--- src/rtl/exu_issue_stage_pkg.sv ---
// Shared processor definitions for the issue stage: data widths, the control-word
// layout carried from decode, and the execution-unit selector encodings.
package exu_issue_stage_pkg;

  localparam int unsigned XLEN       = 32;
  localparam int unsigned REG_ADDR_W = 5;

  typedef enum logic [1:0] {
    EXU_ALU  = 2'd0,
    EXU_MDU  = 2'd1,
    EXU_FPU  = 2'd2,
    EXU_RSVD = 2'd3
  } exu_op_e;

  // Field order fixes the bit offsets: shift in [14:10], unit select in [9:8],
  // ALU op in [7:4], MDU op in [3], FPU op in [2:0].
  typedef struct packed {
    logic [4:0] exu_shift;
    exu_op_e    exu_op;
    logic [3:0] alu_op;
    logic       mdu_op;
    logic [2:0] fpu_op;
  } ctrl_t;

  localparam int unsigned CTRL_W = $bits(ctrl_t);

endpackage

--- src/rtl/exu_operand_fwd.sv ---
// Per-operand dependency match and operand select for the issue stage.
// Build option EXU_ISSUE_FWD_EN enables forwarding; otherwise only the hazard flag is meaningful.
module exu_operand_fwd
  import exu_issue_stage_pkg::*;
(
  input  logic [REG_ADDR_W-1:0] rs_addr_i,
  input  logic [XLEN-1:0]       rf_data_i,
  input  logic                  held_valid_i,
  input  logic [REG_ADDR_W-1:0] held_rd_i,
  input  logic [REG_ADDR_W-1:0] ex_rd_i,
  input  logic [XLEN-1:0]       ex_result_i,
  input  logic [REG_ADDR_W-1:0] wb_rd_i,
  input  logic [XLEN-1:0]       wb_data_i,
  output logic                  hazard_o,
  output logic                  late_fwd_o,
  output logic [XLEN-1:0]       operand_o
);

  logic rs_nz_s;
  logic held_hit_s;
  logic ex_hit_s;
  logic wb_hit_s;

  // Register 0 is hard-wired, so it never creates a dependency.
  assign rs_nz_s    = (rs_addr_i != {REG_ADDR_W{1'b0}});
  assign held_hit_s = rs_nz_s & held_valid_i & (held_rd_i == rs_addr_i);
  assign ex_hit_s   = rs_nz_s & (ex_rd_i == rs_addr_i);
  assign wb_hit_s   = rs_nz_s & (wb_rd_i == rs_addr_i);
  assign hazard_o   = held_hit_s | ex_hit_s | wb_hit_s;

`ifdef EXU_ISSUE_FWD_EN
  // Youngest producer wins; a held-instruction hit is resolved later from iExResult.
  always_comb begin
    late_fwd_o = 1'b0;
    operand_o  = rf_data_i;
    if (held_hit_s) begin
      late_fwd_o = 1'b1;
      operand_o  = rf_data_i;
    end else if (ex_hit_s) begin
      operand_o  = ex_result_i;
    end else if (wb_hit_s) begin
      operand_o  = wb_data_i;
    end else begin
      operand_o  = rf_data_i;
    end
  end
`else
  logic unused_fwd_data_s;
  assign unused_fwd_data_s = ^{ex_result_i, wb_data_i};
  assign late_fwd_o        = 1'b0;
  assign operand_o         = rf_data_i;
`endif

endmodule

--- src/rtl/exu_issue_stage.sv ---
// Issue stage: holds one decoded instruction for the execution unit and resolves its operands.
// Build option EXU_ISSUE_FWD_EN selects operand forwarding; without it dependencies stall issue.
module exu_issue_stage
  import exu_issue_stage_pkg::*;
#(
  parameter int unsigned STALL_CNT_W = 16
) (
  input  logic                   iClk,
  input  logic                   iRst_n,
  input  logic                   iValid,
  output logic                   oReady,
  input  logic [REG_ADDR_W-1:0]  iRs0Addr,
  input  logic [REG_ADDR_W-1:0]  iRs1Addr,
  input  logic [XLEN-1:0]        iRs0Data,
  input  logic [XLEN-1:0]        iRs1Data,
  input  logic [REG_ADDR_W-1:0]  iRdAddr,
  input  logic [CTRL_W-1:0]      iCtrl,
  input  logic                   iFlush,
  input  logic                   iExBusy,
  input  logic [REG_ADDR_W-1:0]  iExRdAddr,
  input  logic [XLEN-1:0]        iExResult,
  input  logic [REG_ADDR_W-1:0]  iWbRdAddr,
  input  logic [XLEN-1:0]        iWbData,
  output logic                   oValid,
  output logic [XLEN-1:0]        oSrc0,
  output logic [XLEN-1:0]        oSrc1,
  output logic [CTRL_W-1:0]      oCtrl,
  output logic [REG_ADDR_W-1:0]  oRdAddr,
  output logic [STALL_CNT_W-1:0] oStallCnt
);

  logic                   valid_q, valid_d;
  logic                   late0_q, late0_d;
  logic                   late1_q, late1_d;
  logic [XLEN-1:0]        src0_q, src0_d;
  logic [XLEN-1:0]        src1_q, src1_d;
  ctrl_t                  ctrl_q, ctrl_d;
  logic [REG_ADDR_W-1:0]  rd_q, rd_d;
  logic [STALL_CNT_W-1:0] stall_q, stall_d;

  logic                   hz0_s, hz1_s, hazard_s, capture_s;
  logic                   late0_s, late1_s;
  logic [XLEN-1:0]        op0_s, op1_s;

  exu_operand_fwd u_fwd_rs0 (
    .rs_addr_i    (iRs0Addr),
    .rf_data_i    (iRs0Data),
    .held_valid_i (valid_q),
    .held_rd_i    (rd_q),
    .ex_rd_i      (iExRdAddr),
    .ex_result_i  (iExResult),
    .wb_rd_i      (iWbRdAddr),
    .wb_data_i    (iWbData),
    .hazard_o     (hz0_s),
    .late_fwd_o   (late0_s),
    .operand_o    (op0_s)
  );

  exu_operand_fwd u_fwd_rs1 (
    .rs_addr_i    (iRs1Addr),
    .rf_data_i    (iRs1Data),
    .held_valid_i (valid_q),
    .held_rd_i    (rd_q),
    .ex_rd_i      (iExRdAddr),
    .ex_result_i  (iExResult),
    .wb_rd_i      (iWbRdAddr),
    .wb_data_i    (iWbData),
    .hazard_o     (hz1_s),
    .late_fwd_o   (late1_s),
    .operand_o    (op1_s)
  );

`ifdef EXU_ISSUE_FWD_EN
  logic unused_hazard_s;
  assign unused_hazard_s = hz0_s | hz1_s;
  assign hazard_s        = 1'b0;
`else
  assign hazard_s        = hz0_s | hz1_s;
`endif

  assign oReady    = ~iExBusy & ~hazard_s;
  assign capture_s = iValid & oReady & ~iFlush;

  // Pipeline register next state: flush beats busy-hold, which beats capture.
  always_comb begin
    valid_d = valid_q;
    late0_d = late0_q;
    late1_d = late1_q;
    src0_d  = src0_q;
    src1_d  = src1_q;
    ctrl_d  = ctrl_q;
    rd_d    = rd_q;
    if (iFlush) begin
      valid_d = 1'b0;
      late0_d = 1'b0;
      late1_d = 1'b0;
    end else if (iExBusy) begin
      valid_d = valid_q;
    end else if (capture_s) begin
      valid_d = 1'b1;
      late0_d = late0_s;
      late1_d = late1_s;
      src0_d  = op0_s;
      src1_d  = op1_s;
      ctrl_d  = ctrl_t'(iCtrl);
      rd_d    = iRdAddr;
    end else begin
      valid_d = 1'b0;
      late0_d = 1'b0;
      late1_d = 1'b0;
    end
  end

  // Saturating count of cycles an offered instruction was refused.
  always_comb begin
    stall_d = stall_q;
    if (iValid && !oReady && (stall_q != {STALL_CNT_W{1'b1}})) begin
      stall_d = stall_q + {{(STALL_CNT_W-1){1'b0}}, 1'b1};
    end else begin
      stall_d = stall_q;
    end
  end

  // State registers.
  always_ff @(posedge iClk or negedge iRst_n) begin
    if (!iRst_n) begin
      valid_q <= 1'b0;
      late0_q <= 1'b0;
      late1_q <= 1'b0;
      src0_q  <= {XLEN{1'b0}};
      src1_q  <= {XLEN{1'b0}};
      ctrl_q  <= ctrl_t'({CTRL_W{1'b0}});
      rd_q    <= {REG_ADDR_W{1'b0}};
      stall_q <= {STALL_CNT_W{1'b0}};
    end else begin
      valid_q <= valid_d;
      late0_q <= late0_d;
      late1_q <= late1_d;
      src0_q  <= src0_d;
      src1_q  <= src1_d;
      ctrl_q  <= ctrl_d;
      rd_q    <= rd_d;
      stall_q <= stall_d;
    end
  end

  // A late-forwarded operand tracks the producer's result while it sits in EX.
  assign oValid    = valid_q;
  assign oSrc0     = late0_q ? iExResult : src0_q;
  assign oSrc1     = late1_q ? iExResult : src1_q;
  assign oCtrl     = ctrl_q;
  assign oRdAddr   = rd_q;
  assign oStallCnt = stall_q;

endmodule

--- config.mk ---
export PLATFORM = sky130hd
export DESIGN_NAME = exu_issue_stage
export DESIGN_NICKNAME = d
export VERILOG_FILES = /design/src/rtl/exu_issue_stage_pkg.sv /design/src/rtl/exu_operand_fwd.sv /design/src/rtl/exu_issue_stage.sv
export SDC_FILE = /design/constraint.sdc
export NUM_CORES = 1
export LEC_CHECK = 0
export ABC_AREA = 1
export BUFFER_PORTS_ARGS = -buffer_cell sky130_fd_sc_hd__buf_2
export CAP_MARGIN = 10
export CORE_ASPECT_RATIO = 0.75
export CORE_UTILIZATION = 43
export DETAILED_ROUTE_END_ITERATION = 8
export GPL_TIMING_DRIVEN = 0
export PLACE_DENSITY_LB_ADDON = 0.1
export SETUP_SLACK_MARGIN = 0.02
export SYNTH_ARGS = -nofsm -noshare
export SYNTH_HDL_FRONTEND = slang
export SYNTH_SLANG_ARGS = --single-unit
--- constraint.sdc ---
create_clock -name iClk -period 3.2 [get_ports iClk]
set_input_delay 0.96 -clock iClk [delete_from_list [all_inputs] [get_ports iClk]]
set_output_delay 0.96 -clock iClk [all_outputs]
set_load 0.1 [all_outputs]
==> results.py, run 1 <==
metrics = {
    "pwr": {
        "p_total_w": 0.005768,
        "leakage_nw": 3.820,
        "pwr_density_cell_mw_per_mm2": 887.6,
        "vdd_ir_drop_max_mv": 0.5567,
    },
    "final_layout": {
        "nFillCells": 1046,
        "diodes": 0,
        "drive_gt1_frac": 0.3089,
        "area_delta_synth_final_pct": 34.11,
        "multi_input_area_mm2": 0.002022,
        "ff_latch_area_mm2": 0.002527,
        "fin_util": 0.5939,
        "design_area_mm2": 0.006499,
        "final_common_cell": "nand2_1",
        "layout_common_cells": "nand2_1 (273), buf_2 (218), dfrtp_1 (101)",
        "layout.nets": 1014,
    },
    "logic_synthesis": {
        "ys_seq_area_frac": 0.5216,
        "ys.warnings.count": 0,
        "synth-seq-cells": 101,
        "synth_nets": 787,
        "syn_avg_cell_area_um2": 7.905,
        "yosysUniqueCellTypes": 21,
        "synth_area_mm2": 0.004846,
        "syn_inst": 613,
    },
    "worst_hold_path": {
        "hp-class": "reg -> reg",
    },
    "clocking": {
        "cts.clk_slew.worst_paths_ns": 0.07,
        "cts.sinks": 101,
        "clock_latency_ns": 0.35,
        "clock-root-buffer": "clkbuf_16",
        "cts_hold_buffers": 0,
        "htree_levels": 3,
        "numCtsBuffers": 9,
        "cts_tree": "yes",
        "clk_path_buf_depth": 2,
    },
    "critical_path": {
        "critPathKind": "in -> out",
        "cp_data_arrival_time_ns": 2.13,
        "endpoint_kind": "primary output",
        "startpoint_type": "input port",
        "cp_max_fo": 7,
        "crit_required_ns": 2.24,
    },
    "timing": {
        "worstMarginPinSlew_ns": 0.6281,
        "setup_viol": 0,
        "slew_headroom": 0.5813,
        "skew_ns": 0.006350,
        "drv_slew": 0,
        "final.period_utilization": 0.9648,
        "hold_viol": 0,
        "fmax_mhz": 323.9,
        "period_needed_ns": 3.087,
        "rsz0062_at_grt": "false",
    },
    "run_status": {
        "status": "finished, final reports clean",
    },
    "route": {
        "dr.pass1.iters": 5,
        "routed_via_density": 4.943,
        "drt_iter0_markers": 246,
        "num_vias": 4869,
        "wl_per_cell_um": 13.93,
        "wl_mm": 13.72,
        "antenna_left": 0,
        "drc": 0,
    },
    "floorplanning": {
        "core_mm2": 0.01094,
        "num_rows": 33,
        "die_width_um": 124.6,
        "initial_utilization": 0.4429,
        "die_height_um": 93.94,
        "die_area_mm2": 0.01170,
        "top_level_ports": 275,
    },
    "flow_run": {
        "drv_cap": 0,
    },
    "global_routing": {
        "grt_overflow": 0,
        "antenna_found_initial": 0,
        "grt_max_degree": 57,
        "track_usage": 0.2375,
        "grt_pass1_vias": 4569,
        "grt_pass1_wl_mm": 22.11,
    },
    "place": {
        "dp_hpwl_mm": 10.16,
        "gp_congestion": 0.9094,
        "postPlaceCellArea_mm2": 0.006097,
        "io_buffers": 209,
    },
}
==> worst paths after layout <==
check / from / endpoint / slack [ns] / depth (start not counted)
worst max-delay path: iRs1Addr[3] / oReady / 0.11 / 11
worst min-delay path: src0_q[26]$_DFFE_PN0P_ / src0_q[26]$_DFFE_PN0P_ / 0.47 / 2
worst max register to register: oStallCnt[0]$_DFFE_PN0P_ / oStallCnt[14]$_DFFE_PN0P_ / 1.05 / 9
worst min register to register: src0_q[26]$_DFFE_PN0P_ / src0_q[26]$_DFFE_PN0P_ / 0.47 / 2
max in group asynchronous: iRst_n / src1_q[3]$_DFFE_PN0P_ / 1.86 / 2
min in group asynchronous: iRst_n / src0_q[14]$_DFFE_PN0P_ / 0.64 / 1
==> Yosys cell counts <==
master	number	area (µm²)
o21ai_1	2	10.01
xnor2_1	11	96.34
nand3_4	1	17.52
nand2_1	274	1028
nand3_2	1	10.01
dfrtp_1	101	2527
nand3_1	100	500.5
xor2_1	11	96.34
nor3_1	4	20.02
nor2_1	27	101.4
buf_6	7	78.83
buf_4	2	15.01
and3b_1	1	8.760
inv_1	27	101.4
nand4_1	17	106.4
nand2_2	1	6.260
clkbuf_1	9	33.78
buf_1	2	7.510
inv_2	2	7.510
ha_1	1	12.51
buf_2	12	60.06
==> routing by layer <==
metal | up-vias | track usage | share of wire
li1 | 2400 | - | -
met1 | 2289 | 0.3063 | 0.45
met2 | 167 | 0.3872 | 0.47
met3 | 13 | 0.07118 | 0.075
met4 | 0 | 0.06928 | 0.012
met5 | - | 0 | 0
==> layout make-up <==
cell class | instances | area share
Buffer | 31 | 0.02926
Clock buffer | 11 | 0.03889
Clock inverter | 5 | 0.01020
Inverter | 29 | 0.01868
Multi-Input combinational cell | 451 | 0.3111
Sequential cell | 101 | 0.3889
Tap cell | 140 | 0.02695
Timing Repair Buffer | 217 | 0.1760
==> logic make-up (layout without fill, tap and decap cells) <==
family	count (synthesis)	count (layout)	share of synthesized area
buffers and inverters	61	293	0.06274
adder cells (fa/ha/maj)	1	1	0.002582
AND/OR/NAND/NOR	426	426	0.3713
AO/OA/AOI/OAI	2	2	0.002066
flip-flops	101	101	0.5216
XOR/XNOR	22	22	0.03976
==> critical path: stages <==
cell      delay [ns]
buf_2           0.14
inv_1           0.09
nand2_1         0.08
nand2_1         0.06
nor2_2          0.12
nand3_1         0.10
nand3_1         0.09
nand2_2         0.08
nand3_4         0.15
clkinv_8        0.08
buf_12          0.17
==> through the flow <==
stage	hold slack (ns)	cells	TNS, ns	setup slack [ns]
final	0.4663	985	0	0.1125
after global routing	0.4918	985	0	0.01557
after CTS	0.4707	978	0	0.02603
after detailed placement	0.4528	963	-0.4224	-0.4224
after global placement	0.4487	962	-0.3728	-0.3728
after floorplan	0.6644	613	0	0.03491
==> flip-flops by register name, indices dropped and copies added, names as in the netlist <==
register / cells
src0_q: 32
src1_q: 32
oStallCnt: 16
oCtrl: 15
oRdAddr: 5
oValid: 1
==> power by group <==
group	total, W	internal, W	switching [W]
clock network	0.00117	0.000660	0.000514
logic	0.00289	0.000430	0.00246
registers	0.00171	0.00154	0.000170
total	0.00577	0.00263	0.00314
==> what timing repair did <==
action	CTS	global route
endpoints found under the setup margin	1	1
pin swaps	0	1
gates cloned	0	0
resized for setup	6	5
endpoints found under the hold margin	0	0
buffers inserted	0	7
Power figures use the tool's default switching activity.
==> run 2: changes to the inputs <==
--- a/config.mk
+++ b/config.mk
@@ -7,3 +7,2 @@
 export LEC_CHECK = 0
-export ABC_AREA = 1
 export BUFFER_PORTS_ARGS = -buffer_cell sky130_fd_sc_hd__buf_2
--- a/constraint.sdc
+++ b/constraint.sdc
@@ -3,2 +3,2 @@
 set_output_delay 0.96 -clock iClk [all_outputs]
-set_load 0.1 [all_outputs]
+set_load 0.005 [all_outputs]
==> run 2 against run 1 <==
Sequential cell count unchanged; clock power is 3% lower; final cell count down 33%; count of clock-buffer cells in the layout rose by 1; worst setup slack better by 0.034 ns; cell area is 5.0% lower; area after synthesis shrank 7.2%; die area shrank 7.1%; highest routed layer unchanged.
==> results.py, run 2 <==
metrics = {
    "run_status": {
        "status": "finished, final reports clean",
    },
    "clocking": {
        "clock_latency_ns": 0.34,
        "cts_tree": "yes",
        "cts_hold_buffers": 0,
        "clock-root-buffer": "clkbuf_16",
        "cts.sinks": 101,
        "htree_levels": 3,
        "numCtsBuffers": 9,
        "clk_path_buf_depth": 2,
        "cts.clk_slew.worst_paths_ns": 0.07,
    },
    "timing": {
        "final.period_utilization": 0.9541,
        "slew_headroom": 0.5968,
        "hold_viol": 0,
        "worstMarginPinSlew_ns": 0.6048,
        "setup_viol": 0,
        "post-route-worst-setup-slack_ns": 0.1470,
        "rsz0062_at_grt": "false",
        "finalSetupTns_ns": 0,
        "skew_ns": 0.005746,
        "fmax_mhz": 327.5,
        "drv_slew": 0,
        "period_needed_ns": 3.053,
    },
    "global_routing": {
        "antenna_found_initial": 0,
        "grt_overflow": 0,
        "grt_pass1_wl_mm": 16.44,
        "track_usage": 0.1987,
        "grt_pass1_vias": 3178,
        "grt_max_degree": 57,
    },
    "critical_path": {
        "cp.depth": 8,
        "critical_path.startpoint": "iRs0Addr[4]",
        "critPathKind": "in -> out",
        "cpPeakStageDelay_ns": 0.28,
        "r2r_setup_slack_ns": 0.68,
        "crit_required_ns": 2.24,
        "path_cells": "buf_2 > xor2_1 > nor4_2 > nand4_1 > nand4_1 > nor4bb_1 > buf_4 > buf_6",
        "cp_max_fo": 4,
        "endpoint_kind": "primary output",
        "cp.buffers_inverters": 3,
        "crit_top_cell": "nand4_1",
        "worstReg2RegEnd": "oStallCnt[12]$_DFFE_PN0P_",
        "timing.rr.start": "oStallCnt[0]$_DFFE_PN0P_",
        "cp_data_arrival_time_ns": 2.09,
        "startpoint_type": "input port",
        "reg2regPathDepth": 8,
        "critPathSlowestCell": "nor4_2",
        "crit_end": "oReady",
        "crit_family": "simple AND/OR/NAND/NOR gates",
    },
    "final_layout": {
        "layout_common_cells": "buf_2 (203), dfrtp_1 (101), mux2_4 (49)",
        "layout.nets": 700,
        "design_area_mm2": 0.006173,
        "fin_util": 0.6242,
        "area_delta_synth_final_pct": 37.32,
        "final_common_cell": "buf_2",
        "drive_gt1_frac": 0.6309,
        "nFillCells": 796,
        "diodes": 0,
    },
    "route": {
        "drt_iter0_markers": 144,
        "wl_mm": 10.61,
        "routed_via_density": 4.857,
        "drc": 0,
        "dr.pass1.iters": 5,
        "num_vias": 3220,
        "wl_per_cell_um": 16.00,
        "antenna_left": 0,
    },
    "logic_synthesis": {
        "synth_top_cell_by_area": "dfrtp_1",
        "synthTopCellsByArea": "dfrtp_1 (56%), mux2_4 (16%), mux2_2 (9.0%), xor2_1 (6.6%), xnor2_1 (2.1%)",
        "synth_area_mm2": 0.004496,
        "yosysUniqueCellTypes": 23,
        "synth-seq-cells": 101,
        "ys_seq_area_frac": 0.5622,
        "yosysMostFrequentCell": "dfrtp_1",
        "syn_inst": 303,
        "synthFlopType": "dfrtp_1",
        "synthArstFlopShare": 1.000,
        "synth_top_area_frac": 0.5622,
        "ys.warnings.count": 0,
        "syn_avg_cell_area_um2": 14.84,
        "synth_edf_count": 0,
        "synth_nets": 477,
        "synth_commonest_cells": "dfrtp_1 (101), mux2_4 (49), mux2_2 (36)",
    },
    "pwr": {
        "vdd_ir_drop_max_mv": 0.3319,
        "leakage_nw": 3.244,
        "pwr_density_cell_mw_per_mm2": 637.4,
    },
    "floorplanning": {
        "num_rows": 31,
        "die_width_um": 120.1,
        "initial_utilization": 0.4545,
        "die_area_mm2": 0.01087,
        "top_level_ports": 275,
        "core_mm2": 0.009891,
        "die_height_um": 90.55,
    },
    "place": {
        "io_buffers": 210,
        "gp_congestion": 0.8990,
        "pre_cts_ws_ns": -0.2487,
        "postPlaceCellArea_mm2": 0.005742,
        "dp_hpwl_mm": 7.964,
    },
    "worst_hold_path": {
        "hp-class": "reg -> reg",
    },
    "flow_run": {
        "drv_cap": 0,
    },
}
-- run 2: changes by cell type in the layout (fill, tap and decap cells not counted), sizes merged, moves of 7 or more --
| cell | delta |
|---|---|
| mux2 | +85 |
| buf | -19 |
| nand2 | -264 |
| nor4 | +7 |
| xor2 | +23 |
| nor2 | -23 |
| nand3 | -96 |
| nor3 | +10 |
| nand4 | -8 |
| inv | -29 |
-- run 2: timing repair --
item / CTS / global route
setup endpoints to repair: 1 / 1
endpoints found under the hold margin: 0 / 0
gates resized for setup: 6 / 27
setup buffers: 2 / 0
pin swaps: 5 / 13
-- run 2: area by class of cell --
| class | instances | area [µm²] | area share |
|---|---|---|---|
| buffer | 11 | 93.84 | 0.01520 |
| timing repair buffer | 213 | 1137 | 0.1842 |
| multi-input combinational | 190 | 1938 | 0.3139 |
| sequential | 101 | 2527 | 0.4094 |
| clock inverter | 4 | 55.05 | 0.008918 |
| clock buffer | 12 | 256.5 | 0.04155 |
| tap | 132 | 165.2 | 0.02675 |
-- run 2: report_power, final --
group	leakage [nW]	switching (W)	internal [W]	total, W
sequential	1.22	0.000202	0.00158	0.00178
combinational	1.87	0.000390	0.000635	0.00102
clock	0.149	0.000472	0.000654	0.00113
-- run 2: worst min-delay path by stage --
stage | slack, ns | start | cells after the start | endpoint
5_1_grt | 0.51 | oStallCnt[6]$_DFFE_PN0P_ | 1 | oStallCnt[6]$_DFFE_PN0P_
3_3_place_gp | 0.48 | oStallCnt[15]$_DFFE_PN0P_ | 1 | oStallCnt[15]$_DFFE_PN0P_
3_5_place_dp | 0.48 | oStallCnt[6]$_DFFE_PN0P_ | 1 | oStallCnt[6]$_DFFE_PN0P_
6_report | 0.49 | oStallCnt[6]$_DFFE_PN0P_ | 1 | oStallCnt[6]$_DFFE_PN0P_
2_1_floorplan | 0.48 | oStallCnt[6]$_DFFE_PN0P_ | 1 | oStallCnt[6]$_DFFE_PN0P_
4_1_cts | 0.49 | oStallCnt[6]$_DFFE_PN0P_ | 1 | oStallCnt[6]$_DFFE_PN0P_
-- run 2: routing by layer --
layer | share of wire | global-route usage
met2 | 0.47 | 0.3132
met1 | 0.43 | 0.2530
met4 | 0.014 | 0.05521
met3 | 0.078 | 0.07765
met5 | 0 | 0
-- run 2: kinds of logic (layout without fill, tap and decap cells) --
family | after synthesis | after routing | share of synthesized area
xor+xnor | 45 | 45 | 0.08767
fa+ha+maj | 1 | 1 | 0.002783
compound gates | 2 | 2 | 0.002224
buf+inv | 12 | 240 | 0.02143
mux | 85 | 85 | 0.2538
simple gates | 57 | 57 | 0.06986
flops | 101 | 101 | 0.5622
-- run 2: through the flow --
stage	hold WS [ns]	instances	power (W)
after floorplan	0.4842	303	0.002294
after global placement	0.4782	645	0.002777
after detailed placement	0.4828	646	0.002813
after CTS	0.4922	664	0.003969
after global routing	0.5098	663	0.004151
final	0.4909	663	0.003935
